==> config.mk <==
export PLATFORM = sky130hd
export DESIGN_NAME = wbi_dcg_ctrl_flat
export DESIGN_NICKNAME = d
export VERILOG_FILES = /design/src/rtl/wbi_dcg_ctrl_if.sv /design/src/rtl/wbi_dcg_ctrl.sv /design/src/flat_wrapper.sv
export SDC_FILE = /design/constraint.sdc
export NUM_CORES = 1
export LEC_CHECK = 0
export ABC_AREA = 1
export CAP_MARGIN = 20
export CORE_MARGIN = 8
export CORE_UTILIZATION = 61
export CTS_BUF_LIST = sky130_fd_sc_hd__clkbuf_4 sky130_fd_sc_hd__clkbuf_8
export DETAILED_ROUTE_END_ITERATION = 6
export GPL_ROUTABILITY_DRIVEN = 1
export PLACE_DENSITY = 0.83
export SLEW_MARGIN = 25
export SYNTH_ARGS = -nofsm -noshare
export SYNTH_HDL_FRONTEND = slang
export SYNTH_SLANG_ARGS = --single-unit
export TNS_END_PERCENT = 30
==> constraint.sdc <==
create_clock -name mclk -period 5.8 [get_ports mclk]
set_input_delay 1.16 -clock mclk [delete_from_list [all_inputs] [get_ports mclk]]
set_output_delay 1.16 -clock mclk [all_outputs]
set_load 0.01 [all_outputs]
==> src/rtl/wbi_dcg_ctrl_if.sv <==
// Bundles the configuration, request/ready handshake and status vectors
// exchanged between the interconnect and the dynamic clock-gate controller.
interface wbi_dcg_ctrl_if #(
    parameter int NCH = 8
);
    logic [31:0]    cfg_dcg_ctrl;
    logic [NCH-1:0] slv_req;
    logic [NCH-1:0] slv_rdy;
    logic [NCH-1:0] clk_en;
    logic [7:0]     stat_reg_req;
    logic [7:0]     stat_clk_gate;

    modport master (
        output cfg_dcg_ctrl,
        output slv_req,
        input  slv_rdy,
        input  clk_en,
        input  stat_reg_req,
        input  stat_clk_gate
    );

    modport slave (
        input  cfg_dcg_ctrl,
        input  slv_req,
        output slv_rdy,
        output clk_en,
        output stat_reg_req,
        output stat_clk_gate
    );
endinterface

==> src/rtl/wbi_dcg_ctrl.sv <==
// Per-slave dynamic clock-gate controller: gates each slave clock after T idle
// cycles and re-enables it on demand, holding the request off until settled.
module wbi_dcg_ctrl #(
    parameter int NCH      = 8,
    parameter int WAKE_CYC = 2
) (
    input  logic          mclk,
    input  logic          reset,
    wbi_dcg_ctrl_if.slave bus
);

    typedef enum logic [1:0] {
        ST_RUN   = 2'd0,
        ST_GATED = 2'd1,
        ST_WAKE  = 2'd2
    } dcg_state_e;

    localparam logic [3:0] WAKE_LOAD = 4'(WAKE_CYC - 1);

    logic [7:0]     gate_en;
    logic [7:0]     idle_tmo;
    logic           unused_cfg;

    dcg_state_e     state_q [NCH];
    dcg_state_e     state_d [NCH];
    logic [7:0]     idle_q  [NCH];
    logic [7:0]     idle_d  [NCH];
    logic [3:0]     wake_q  [NCH];
    logic [3:0]     wake_d  [NCH];

    logic [NCH-1:0] clk_en_q;
    logic [NCH-1:0] rdy_q;
    logic [NCH-1:0] gate_q;
    logic [NCH-1:0] req_q;
    logic [7:0]     stat_req_ext;
    logic [7:0]     stat_gate_ext;

    assign gate_en    = bus.cfg_dcg_ctrl[7:0];
    assign idle_tmo   = bus.cfg_dcg_ctrl[23:16];
    assign unused_cfg = ^{bus.cfg_dcg_ctrl[31:24], bus.cfg_dcg_ctrl[15:8]};

    // A request always beats the idle timeout; the wake sequence is never
    // aborted so the slave clock is guaranteed settled before slv_rdy rises.
    always_comb begin
        for (int i = 0; i < NCH; i++) begin
            state_d[i] = state_q[i];
            idle_d[i]  = idle_q[i];
            wake_d[i]  = wake_q[i];
            case (state_q[i])
                ST_RUN: begin
                    if (gate_en[i] && (idle_tmo != 8'd0) && !bus.slv_req[i]) begin
                        if (idle_q[i] == (idle_tmo - 8'd1)) begin
                            state_d[i] = ST_GATED;
                            idle_d[i]  = 8'd0;
                        end else begin
                            idle_d[i] = idle_q[i] + 8'd1;
                        end
                    end else begin
                        idle_d[i] = 8'd0;
                    end
                end
                ST_GATED: begin
                    if (bus.slv_req[i] || !gate_en[i]) begin
                        state_d[i] = ST_WAKE;
                        wake_d[i]  = WAKE_LOAD;
                    end
                end
                ST_WAKE: begin
                    if (wake_q[i] == 4'd0) begin
                        state_d[i] = ST_RUN;
                    end else begin
                        wake_d[i] = wake_q[i] - 4'd1;
                    end
                end
                default: begin
                    state_d[i] = ST_RUN;
                end
            endcase
        end
    end

    // Outputs are decoded from the next state so they are glitch-free flops.
    always_ff @(posedge mclk or posedge reset) begin
        if (reset) begin
            for (int i = 0; i < NCH; i++) begin
                state_q[i] <= ST_RUN;
                idle_q[i]  <= 8'd0;
                wake_q[i]  <= 4'd0;
            end
            clk_en_q <= '1;
            rdy_q    <= '1;
            gate_q   <= '0;
            req_q    <= '0;
        end else begin
            for (int i = 0; i < NCH; i++) begin
                state_q[i]  <= state_d[i];
                idle_q[i]   <= idle_d[i];
                wake_q[i]   <= wake_d[i];
                clk_en_q[i] <= (state_d[i] != ST_GATED);
                rdy_q[i]    <= (state_d[i] == ST_RUN);
                gate_q[i]   <= (state_d[i] == ST_GATED);
            end
            req_q <= bus.slv_req;
        end
    end

    always_comb begin
        stat_req_ext             = 8'd0;
        stat_gate_ext            = 8'd0;
        stat_req_ext[NCH-1:0]    = req_q;
        stat_gate_ext[NCH-1:0]   = gate_q;
    end

    assign bus.clk_en        = clk_en_q;
    assign bus.slv_rdy       = rdy_q;
    assign bus.stat_reg_req  = stat_req_ext;
    assign bus.stat_clk_gate = stat_gate_ext;

endmodule

==> src/flat_wrapper.sv <==
// flat-port wrapper written by rule: the top's interface ports become plain ports
module wbi_dcg_ctrl_flat 
#(
    parameter int NCH      = 8,
    parameter int WAKE_CYC = 2
)
  (mclk, reset, bus_cfg_dcg_ctrl, bus_slv_req, bus_slv_rdy, bus_clk_en, bus_stat_reg_req, bus_stat_clk_gate);
  wbi_dcg_ctrl_if #(.NCH(NCH)) bus_i ();
  input  logic mclk;
  input  logic reset;
  input wire logic [$bits(bus_i.cfg_dcg_ctrl)-1:0] bus_cfg_dcg_ctrl;
  input wire logic [$bits(bus_i.slv_req)-1:0] bus_slv_req;
  output wire logic [$bits(bus_i.slv_rdy)-1:0] bus_slv_rdy;
  output wire logic [$bits(bus_i.clk_en)-1:0] bus_clk_en;
  output wire logic [$bits(bus_i.stat_reg_req)-1:0] bus_stat_reg_req;
  output wire logic [$bits(bus_i.stat_clk_gate)-1:0] bus_stat_clk_gate;
  assign bus_i.cfg_dcg_ctrl = bus_cfg_dcg_ctrl;
  assign bus_i.slv_req = bus_slv_req;
  assign bus_slv_rdy = bus_i.slv_rdy;
  assign bus_clk_en = bus_i.clk_en;
  assign bus_stat_reg_req = bus_i.stat_reg_req;
  assign bus_stat_clk_gate = bus_i.stat_clk_gate;
  wbi_dcg_ctrl #(.NCH(NCH), .WAKE_CYC(WAKE_CYC)) u_core (.mclk(mclk), .reset(reset), .bus(bus_i));
endmodule
== Word-level counts from Yosys, hierarchy flattened ==
Index checks and enable logic that the tools add are counted.

* $add $sub $neg: 17
* Equal/unequal tests: 56
* Multiplexer cells: 80
* Reduce and logical (&&, ||, !) cells: 81

{| class="wikitable"
|+ Operators with widths
! operator !! count
|-
| two-way mux 8 bit || 16
|-
| adder 8 x 1 -> 8 bit (second input constant) || 8
|-
| == test 8 bit || 8
|-
| two-way mux 2 bit || 32
|-
| two-way mux 4 bit || 16
|-
| one-hot mux 4 bit (2 select lines) || 8
|-
| one-hot mux 2 bit (3 select lines) || 8
|-
| == test 2 x 1 -> 1 bit (second input constant) || 16
|-
| logical NOT 2 bit || 16
|-
| logical NOT 4 bit || 8
|-
| inequality test 2 x 1 -> 1 bit (second input constant) || 16
|-
| subtractor 4 x 1 -> 4 bit (second input constant) || 8
|-
| AND reduction 3 bit || 8
|-
| == test 2 bit (second input constant) || 8
|-
| logical AND 1 bit || 16
|-
| logical NOT 1 bit || 16
|-
| inequality test 2 bit (second input constant) || 8
|-
| nonzero test 2 bit || 8
|-
| logical OR 1 bit || 8
|-
| nonzero test 8 bit || 1
|-
| subtractor 8 x 1 -> 8 bit (second input constant) || 1
|}

* Register bits: 144
* Bits of input ports: 42
* Output and inout bits: 32
* Logic and storage cells: 262

== Logic depth before layout (Yosys ltp) ==
Gate-level depths: netlist of run 1.

* Word-level depth: 6
* Mapped depth: 19
* Mapped depth without buffers: 16

== Least setup slack after synthesis of run 1 ==
Ideal clock, no wire load.

* Kind: input -> register
* Start: input port bus_cfg_dcg_ctrl[16]
* End: register u_core.rdy_q[7], in the netlist u_core.bus.slv_rdy[7]
* Library setup time: 0.073 ns
* Arrival time: 2.861 ns
* Path slack: 2.866 ns
* Stages on the path: 17
* Buffers on the path: 3
* Cells stage by stage: buf_6 inv_8 buf_8 ha_1 buf_2 inv_1 nand2_1 nand2_1 nor2_1 nand3_1 nor2_1 nand3_1 nor2_2 nand3_2 nand2_1 nand2_1 a21oi_1

* Word-level cells in the longest chain between the ends: 6
* Elaborated cells between the ends (all ways): 9
* Classes of those cells: 1 x add/sub; 1 x eq/ne; 3 x mux; 4 x reduce/logical

{| class="wikitable"
|+ Ends and longest elaborated chain
! what !! RTL line !! source
|-
| start: declaration || flat_wrapper.sv:11 || <nowiki>input wire logic [$bits(bus_i.cfg_dcg_ctrl)-1:0] bus_cfg_dcg_ctrl;</nowiki>
|-
| subtractor 8 x 1 -> 8 bit / nonzero test 8 bit (equally long branches) || wbi_dcg_ctrl.sv:52, wbi_dcg_ctrl.sv:51 ||
|-
| == test 8 bit / logical AND 1 bit (equally long branches) || wbi_dcg_ctrl.sv:52, wbi_dcg_ctrl.sv:51 ||
|-
| two-way mux 2 bit / logical AND 1 bit (equally long branches) || wbi_dcg_ctrl.sv:52, wbi_dcg_ctrl.sv:51 ||
|-
| two-way mux 2 bit * || wbi_dcg_ctrl.sv:51 || <nowiki>if (gate_en[i] && (idle_tmo != 8'd0) && !bus.slv_req[i]) begin</nowiki>
|-
| one-hot mux 2 bit (3 select lines) * || wbi_dcg_ctrl.sv:49 || <nowiki>case (state_q[i])</nowiki>
|-
| logical NOT 2 bit * || wbi_dcg_ctrl.sv:100 || <nowiki>rdy_q[i] <= (state_d[i] == ST_RUN);</nowiki>
|-
| end signal: indexed assignment || wbi_dcg_ctrl.sv:100 ||
|-
| end: declaration || wbi_dcg_ctrl.sv:32 || <nowiki>logic [NCH-1:0] rdy_q;</nowiki>
|}

Mark *: on every way between the ends. The rest lies on a longest branch, timed or not.
A chain may end at the register's enable or synchronous reset.

== Final worst setup path of run 1 ==
* Start: input port bus_cfg_dcg_ctrl[16]
* End: register u_core.idle_q[48] (netlist bit)

* Word-level cells in the longest chain between the ends: 4
* Elaborated cells between the ends (all ways): 7
* Classes of those cells: 1 x add/sub; 1 x eq/ne; 2 x mux; 3 x reduce/logical

{| class="wikitable"
|+ Ends and longest elaborated chain
! what !! RTL line !! source
|-
| subtractor 8 x 1 -> 8 bit / nonzero test 8 bit (equally long branches) || wbi_dcg_ctrl.sv:52, wbi_dcg_ctrl.sv:51 ||
|-
| == test 8 bit / logical AND 1 bit (equally long branches) || wbi_dcg_ctrl.sv:52, wbi_dcg_ctrl.sv:51 ||
|-
| two-way mux 8 bit / logical AND 1 bit (equally long branches) || wbi_dcg_ctrl.sv:52, wbi_dcg_ctrl.sv:51 ||
|-
| two-way mux 8 bit * || wbi_dcg_ctrl.sv:51 ||
|-
| end signal: indexed assignment || wbi_dcg_ctrl.sv:97 || <nowiki>idle_q[i] <= idle_d[i];</nowiki>
|-
| end: declaration || wbi_dcg_ctrl.sv:26 || <nowiki>logic [7:0] idle_q [NCH];</nowiki>
|}

Marks and branches as above.

==> results.md, run 1 <==
- Status: finished clean
- Peak VDD IR: between 0.0002 and 0.0003 V
- Clk sinks: roughly 140
- Layout area overhead: 14.1%
- CP max stage cell: clkdlybuf4s50_1
- Worst setup path endpoint: u_core.idle_q[48]
- Die W: roughly 140 um
- FILL cells: 1,113
- Unrepaired setup endpoints after global routing: no
- Post-Syn Instances: about 1,100
- CTS buffer count: 17
- Synth warn: 0
- Die Ht: 136 um
- Clock root cell: clkbuf_8
- LEAKAGE: 4.66 nW
- Worst setup startpoint: bus_cfg_dcg_ctrl[16]
- Power Total: about 3.3 mW
- Tightest slew margin relative to the limit: 0.470
- Clock power share: 0.307
- Starting Density: 0.615
- First-pass GRT wire length: between 30,000 and 40,000 um
- Yosys top cell area share: 0.362
- Hold path depth: 1
- Port bufs: 57
- Global Route Usage Sum: 0.213
- Reg2Reg Depth: 11
- Cell Area, Placed: 0.00959 mm^2
- Critical path type: input port to flop
- Ant. Diodes: 0
- Slew @ Worst Pin: 794 ps
- Initial drt markers: 584
- Largest cells by area after synthesis: dfrtp_1 36%, nand2_1 10%, inv_1 8.4%
- Final HPWL DP: ~13,000 um
- Clk pin slew, worst setup/hold paths: around 80 ps
- GR Overflow Total: 0
- Req. time, crit path: between 6000 and 7000 ps
- Post-synth cell types: 34
- Sw Ratio: 0.337
- Tcrit/Tclk final: 0.696
- Crit-path cells: clkdlybuf4s50_1 > inv_8 > ha_1 > inv_1 > nand2_1 > nand2_1 > nor2_1 > nand3_1 > nor2_1 > nand2_1 > nor2_1 > nand2_1 > nand3_1 > mux2i_1
- Antenna Nets Post-Route: 0
- Pwr/cell area: approximately 320 mW/mm^2
- Final setup viols: 0
- Wire per inst: around 14 um
- R2R Path End: u_core.idle_q[48]
- Post-Syn Nets: between 1,000 and 1,500
- Vias: roughly 7,300
- Core area: around 0.014 mm^2
- Delay-heaviest family, CP: buffers and inverters
- Crit Path Max Fanout: 14
- Crit path capture type: flop
- Gpl congestion: between 0.8 and 0.9
- Maxcap violations: 0
- Fin worst setup slack: approximately 1800 ps
- Most Frequent Cell on Critical Path: nand2_1
- Internal: between 2 and 2.5 mW
- Drt pass-1 iters: 5
- Crit start category: input port
- Setup TNS Final: 0 ps
- Routed vias/inst: between 5 and 6
- Clock Path Buffers: 2
- Mapped Area: just under 0.009 mm^2
- Max Freq: 0.248 GHz
- Net switching power: 1.10 mW
- Final slew viol count: 0
- Worst path bufs/invs: 3
- Finished Layout Cells: around 1,400
- DRC: 0
- Clock H-tree levels: 4
- Die area: around 0.019 mm^2
- Placed Cells: ~1,300
- FP Rows: 44
- Final wirelength: 19,200 um
- Share of cells above drive strength 1: 0.0852
- # hold bufs at CTS: 0
- Fin. Hold Viols: 0
- Worst path max stage delay: ~900 ps
- Worst path depth: 14
- Post-cts sizing count: 0
- Largest net degree at the start of global routing: around 120
- Comb power frac: 0.299
- Yosys reg bits: 144
- Sequential share of power: 0.394
- Hold Startpoint: u_core.wake_q[0]
- Syn Area/Cell: 7.99 um^2
- Cell area after layout: about 0.010 mm^2
- Synth area leader: dfrtp_1
- Vias in the first global route: approximately 6,900
- Reg2reg start: u_core.idle_q[48]
- Hold crit path type: flop to flop
- IO Count: 74
- Post-place setup slack: roughly 1400 ps
- R2r setup slk: about 4000 ps
- Clock skew: 9.10 ps
- Multi-input logic area: between 0.004 and 0.005 mm^2
- Worst Path Arrival: 4360 ps
- Post-CTS setup buffers: 0
- Skew-Pair Late Insertion Delay: approximately 460 ps
- FF/Latch Area: ~0.0036 mm^2
- Seq/Total Area, Yosys: 0.410
- Fin crit period: around 4000 ps
- Final nets: approximately 1,300
- CTS tree: yes
- Initial antenna violation count: 0
==> layer usage <==
| metal | GRT usage | wire length (um) |
|---|---|---|
| met5 | 0 | 0 |
| met4 | 0.0653 | 250 |
| met3 | 0.0558 | 1320 |
| met2 | 0.360 | 9300 |
| met1 | 0.263 | 8290 |
==> cells by family after synthesis <==
logic type	count (synthesis)	synth area share
and+or+nand+nor	467	0.239
buffers and inverters	218	0.0958
AOI/OAI and AO/OA	153	0.106
DFF	144	0.410
xor gates and xnor gates	59	0.0584
adders and majority gates	58	0.0821
muxes	8	0.00906
==> how the worst min path moves through the flow <==
| stage | slack [ps] | end |
|---|---|---|
| after global routing | 520 | u_core.wake_q[20] |
| after global placement | 470 | u_core.wake_q[20] |
| final | 490 | u_core.wake_q[0] |
| after floorplan | 460 | u_core.wake_q[0] |
| after detailed placement | 490 | u_core.wake_q[12] |
| after CTS | 500 | u_core.wake_q[4] |
==> through the flow <==
step	utilization	hold slack, ps
final	0.702	491
after detailed placement	0.667	486
after global routing	0.702	518
after floorplan	-	458
after CTS	0.702	496
after global placement	0.667	475
==> synth_stat cells <==
cell and n:
nand2_1 237, inv_1 199, dfrtp_1 128, nand3_1 94, o22ai_1 72, ha_1 58, nor2_1 57, xor2_1 50
a21oi_1 38, nor3_1 21, o21ai_0 20, dfstp_2 16, nand2_2 13, nor2_2 13, nand4_1 11, xnor2_1 9
clkbuf_1 8, mux2i_1 8, o31ai_1 8, a22oi_1 7, nand2_4 7, nor2b_1 7, a21oi_2 5, clkinv_1 4
nor2_4 3, a21oi_4 2, buf_2 2, inv_2 2, nand3_2 2, nand4_2 2, buf_6 1, buf_8 1
inv_8 1, o211ai_1 1
==> power groups by stage <==
| stage | registers [mW] | clock network, mW | logic (mW) |
|---|---|---|---|
| 5_1_grt | 1.31 | 1.05 | 1.11 |
| 3_3_place_gp | 1.29 | 0 | 0.927 |
| 6_report | 1.28 | 0.999 | 0.975 |
| 2_1_floorplan | 1.29 | 0 | 0.716 |
| 3_5_place_dp | 1.30 | 0 | 0.968 |
| 4_1_cts | 1.28 | 1.01 | 0.978 |
==> area by class of cell <==
cell class	count	share of cell area
Clock buffer	21	0.0262
Inverter	206	0.0781
Multi-Input combinational cell	745	0.433
Tap cell	184	0.0228
Sequential cell	144	0.359
Clock inverter	11	0.0233
Timing Repair Buffer	58	0.0573
==> state kept, by name, summed over array words and instances, names as in the netlist <==
name / cells
u_core.bus.slv_rdy: 8
u_core.bus.stat_reg_req: 8
u_core.bus.stat_clk_gate: 8
u_core.state_q: 16
u_core.bus.clk_en: 8
u_core.idle_q: 64
u_core.wake_q: 32
==> layout by cell type, fill, tap and decap left out, drive strengths merged, types with 2 or more instances in the layout <==
cell type / Yosys / final
nand2: 257 / 257
inv: 202 / 202
dfrtp: 128 / 128
nand3: 96 / 96
nor2: 73 / 73
o22ai: 72 / 72
ha: 58 / 58
clkdlybuf4s50: 0 / 57
xor2: 50 / 50
a21oi: 45 / 45
nor3: 21 / 21
clkbuf: 8 / 21
o21ai: 20 / 20
dfstp: 16 / 16
nand4: 13 / 13
xnor2: 9 / 9
o31ai: 8 / 8
mux2i: 8 / 8
a22oi: 7 / 7
nor2b: 7 / 7
bufinv: 0 / 7
clkinv: 4 / 6
clkinvlp: 0 / 2
Power figures use the tool's default switching activity.
==> run 2, diff against run 1 <==
==> constraint.sdc (replaced) <==
create_clock -name mclk -period 4 [get_ports mclk]
set_input_delay 0.8 -clock mclk [delete_from_list [all_inputs] [get_ports mclk]]
set_output_delay 0.8 -clock mclk [all_outputs]
set_load 0.01 [all_outputs]
==> run 2 against run 1 <==
Clock power up 26%. Setup slack worse by 820 ps. Global-route usage rose by 1.2 points. Highest routed layer unchanged.
==> results.md, run 2 (synthesized netlist as in run 1, its figures left out) <==
- Status: finished clean
- Worst path bufs/invs: 3 (unchanged)
- Wire per inst: 14.7 um (+5.4%)
- Final setup viols: 0 (unchanged)
- Comb power frac: 0.313 (+0.014)
- Post-place setup slack: 552 ps (-857 ps)
- Maxcap violations: 0 (unchanged)
- CTS buffer count: 17 (unchanged)
- Slew @ Worst Pin: 841 ps (+46.9 ps)
- CTS tree: yes
- Final wirelength: 20,300 um (+5.7%)
- # hold bufs at CTS: 0 (unchanged)
- Initial antenna violation count: 0 (unchanged)
- Clock skew: 8.87 ps (-0.224 ps)
- Unrepaired setup endpoints after global routing: no
- CP max stage cell: clkdlybuf4s50_1
- Most common cell after layout, fill and taps aside: nand2_1
- Power Total: 4.56 mW (+40%)
- Ant. Diodes: 0 (unchanged)
- Starting Density: 0.615 (unchanged)
- FP Rows: 44 (unchanged)
- Cell Area, Placed: 0.00965 mm^2 (+0.64%)
- Layout area overhead: 14.0%
- Worst setup startpoint: bus_cfg_dcg_ctrl[16]
- Setup TNS Final: 0 ps (unchanged)
- Fin worst setup slack: 947 ps (-816 ps)
- Gpl congestion: 0.822 (-4.9%)
- Die W: 136 um (unchanged)
- Share of cells above drive strength 1: 0.0882 (+0.00300)
- Port bufs: 57 (unchanged)
- Fin. Hold Viols: 0 (unchanged)
- Initial drt markers: 539 (-7.7%)
- Crit start category: input port
- Tcrit/Tclk final: 0.763
- Fin crit period: around 3100 ps
- Crit-path cells: clkdlybuf4s50_1 > inv_8 > ha_1 > inv_1 > nand2_1 > nand2_1 > nor2_1 > nand3_1 > nor2_1 > nand2_1 > nor2_1 > nand2_1 > nand3_1 > o22ai_1
- Die area: 0.0186 mm^2 (unchanged)
- Worst Path Arrival: 3370 ps (-990 ps)
- Clk sinks: 144 (unchanged)
- Final slew viol count: 0 (unchanged)
- Peak VDD IR: 0.000313 V (+15%)
- Crit Path Max Fanout: 14 (unchanged)
- Reg2reg start: u_core.state_q[0]
- Drt pass-1 iters: 5 (unchanged)
- LEAKAGE: 4.65 nW (about the same)
- First-pass GRT wire length: 33,300 um (+5.1%)
- Post-CTS setup buffers: 0 (unchanged)
- Clk pin slew, worst setup/hold paths: 70 ps (about the same)
- DRC: 0 (unchanged)
- Clock power share: 0.277 (-0.030)
- Worst path max stage delay: 620 ps (-300 ps)
- Global Route Usage Sum: 0.225 (+0.0120)
- Worst hold slack: 496 ps (+5.00 ps)
- Final nets: 1,277 (+0.39%)
- Pwr/cell area: 453 mW/mm^2 (+40%)
- Placed Cells: 1,342 (+0.37%)
- IO Count: 74 (unchanged)
- Delay-heaviest family, CP: simple AND/OR/NAND/NOR gates
- Skew-Pair Late Insertion Delay: 460 ps (about the same)
- R2r setup slk: 2150 ps (-1830 ps)
- Most Frequent Cell on Critical Path: nand2_1
- Hold crit path type: flop to flop
- Req. time, crit path: 4310 ps (-1810 ps)
- Hold Startpoint: u_core.wake_q[24]
- Sequential share of power: 0.409 (+0.015)
- Antenna Nets Post-Route: 0 (unchanged)
- Internal: 2.95 mW (+36%)
- Largest register FFs: 64 (unchanged)
- Vias in the first global route: 7,252 (+5.0%)
- Routed vias/inst: 5.45 (+1.9%)
- Biggest regs: u_core.idle_q (64), u_core.wake_q (32), u_core.state_q (16)
- Tightest slew margin relative to the limit: 0.437 (-0.0328)
- Clock H-tree levels: 4 (unchanged)
- Sw Ratio: 0.354 (+0.0170)
- Post-cts sizing count: 0 (unchanged)
- Max Freq: ~0.33 GHz
- Crit path capture type: flop
- FILL cells: 1,114 (+0.090%)
- GR Overflow Total: 0 (unchanged)
- Critical path type: input port to flop
- Most frequent cells in the layout: 237 x nand2_1, 198 x inv_1, 128 x dfrtp_1
- Largest Register: u_core.idle_q
- Cell area after layout: 0.0101 mm^2 (-0.15%)
- Die Ht: 136 um (unchanged)
- Largest net degree at the start of global routing: 55 (-52%)
- Net switching power: 1.61 mW (+47%)
- Final HPWL DP: 14,100 um (+8.0%)
- Core area: 0.0144 mm^2 (unchanged)
- Clock Path Buffers: 2 (unchanged)
- Finished Layout Cells: 1,374 (+0.37%)
- Fin util: 0.701 (-0.00104)
- Vias: 7,483 (+2.3%)
- Clock root cell: clkbuf_8
[run 2: changes by cell type in the layout (fill, tap and decap cells not counted), sizes merged]
cell,delta
buf,+5
bufinv,-3
clkinv,+3
clkinvlp,+1
inv,-1
[run 2: metal layers]
| layer | GRT usage | vias up | share of wire |
|---|---|---|---|
| li1 | - | 3708 | - |
| met5 | 0 | - | 0 |
| met2 | 0.382 | 223 | 0.49 |
| met3 | 0.0543 | 49 | 0.067 |
| met1 | 0.265 | 3503 | 0.42 |
| met4 | 0.103 | 0 | 0.025 |
[run 2: path summary, 6_finish.rpt]
path                                               end  cells past startpoint
max                                  u_core.idle_q[54]                     14
min                                  u_core.wake_q[24]                      1
max reg2reg                u_core.bus.stat_clk_gate[7]                      9
min reg2reg                          u_core.wake_q[24]                      1
max in group asynchronous         u_core.bus.clk_en[2]                      3
min in group asynchronous            u_core.state_q[6]                      2
[run 2: final cells by class]
class                      count  area, um^2  share of cell area
timing repair buffer          63         641              0.0636
tap                          184         230              0.0228
clock buffer                  21         264              0.0262
sequential                   144        3620               0.360
clock inverter                11         164              0.0163
multi-input combinational    745        4370               0.434
inverter                     206         785              0.0778
[run 2: power groups by stage]
stage,sequential (mW),combinational (mW),clock (mW)
after global routing,1.90,1.64,1.34
final,1.87,1.43,1.26
after floorplan,1.87,1.04,0
after CTS,1.87,1.43,1.28
after global placement,1.88,1.35,0
after detailed placement,1.89,1.42,0
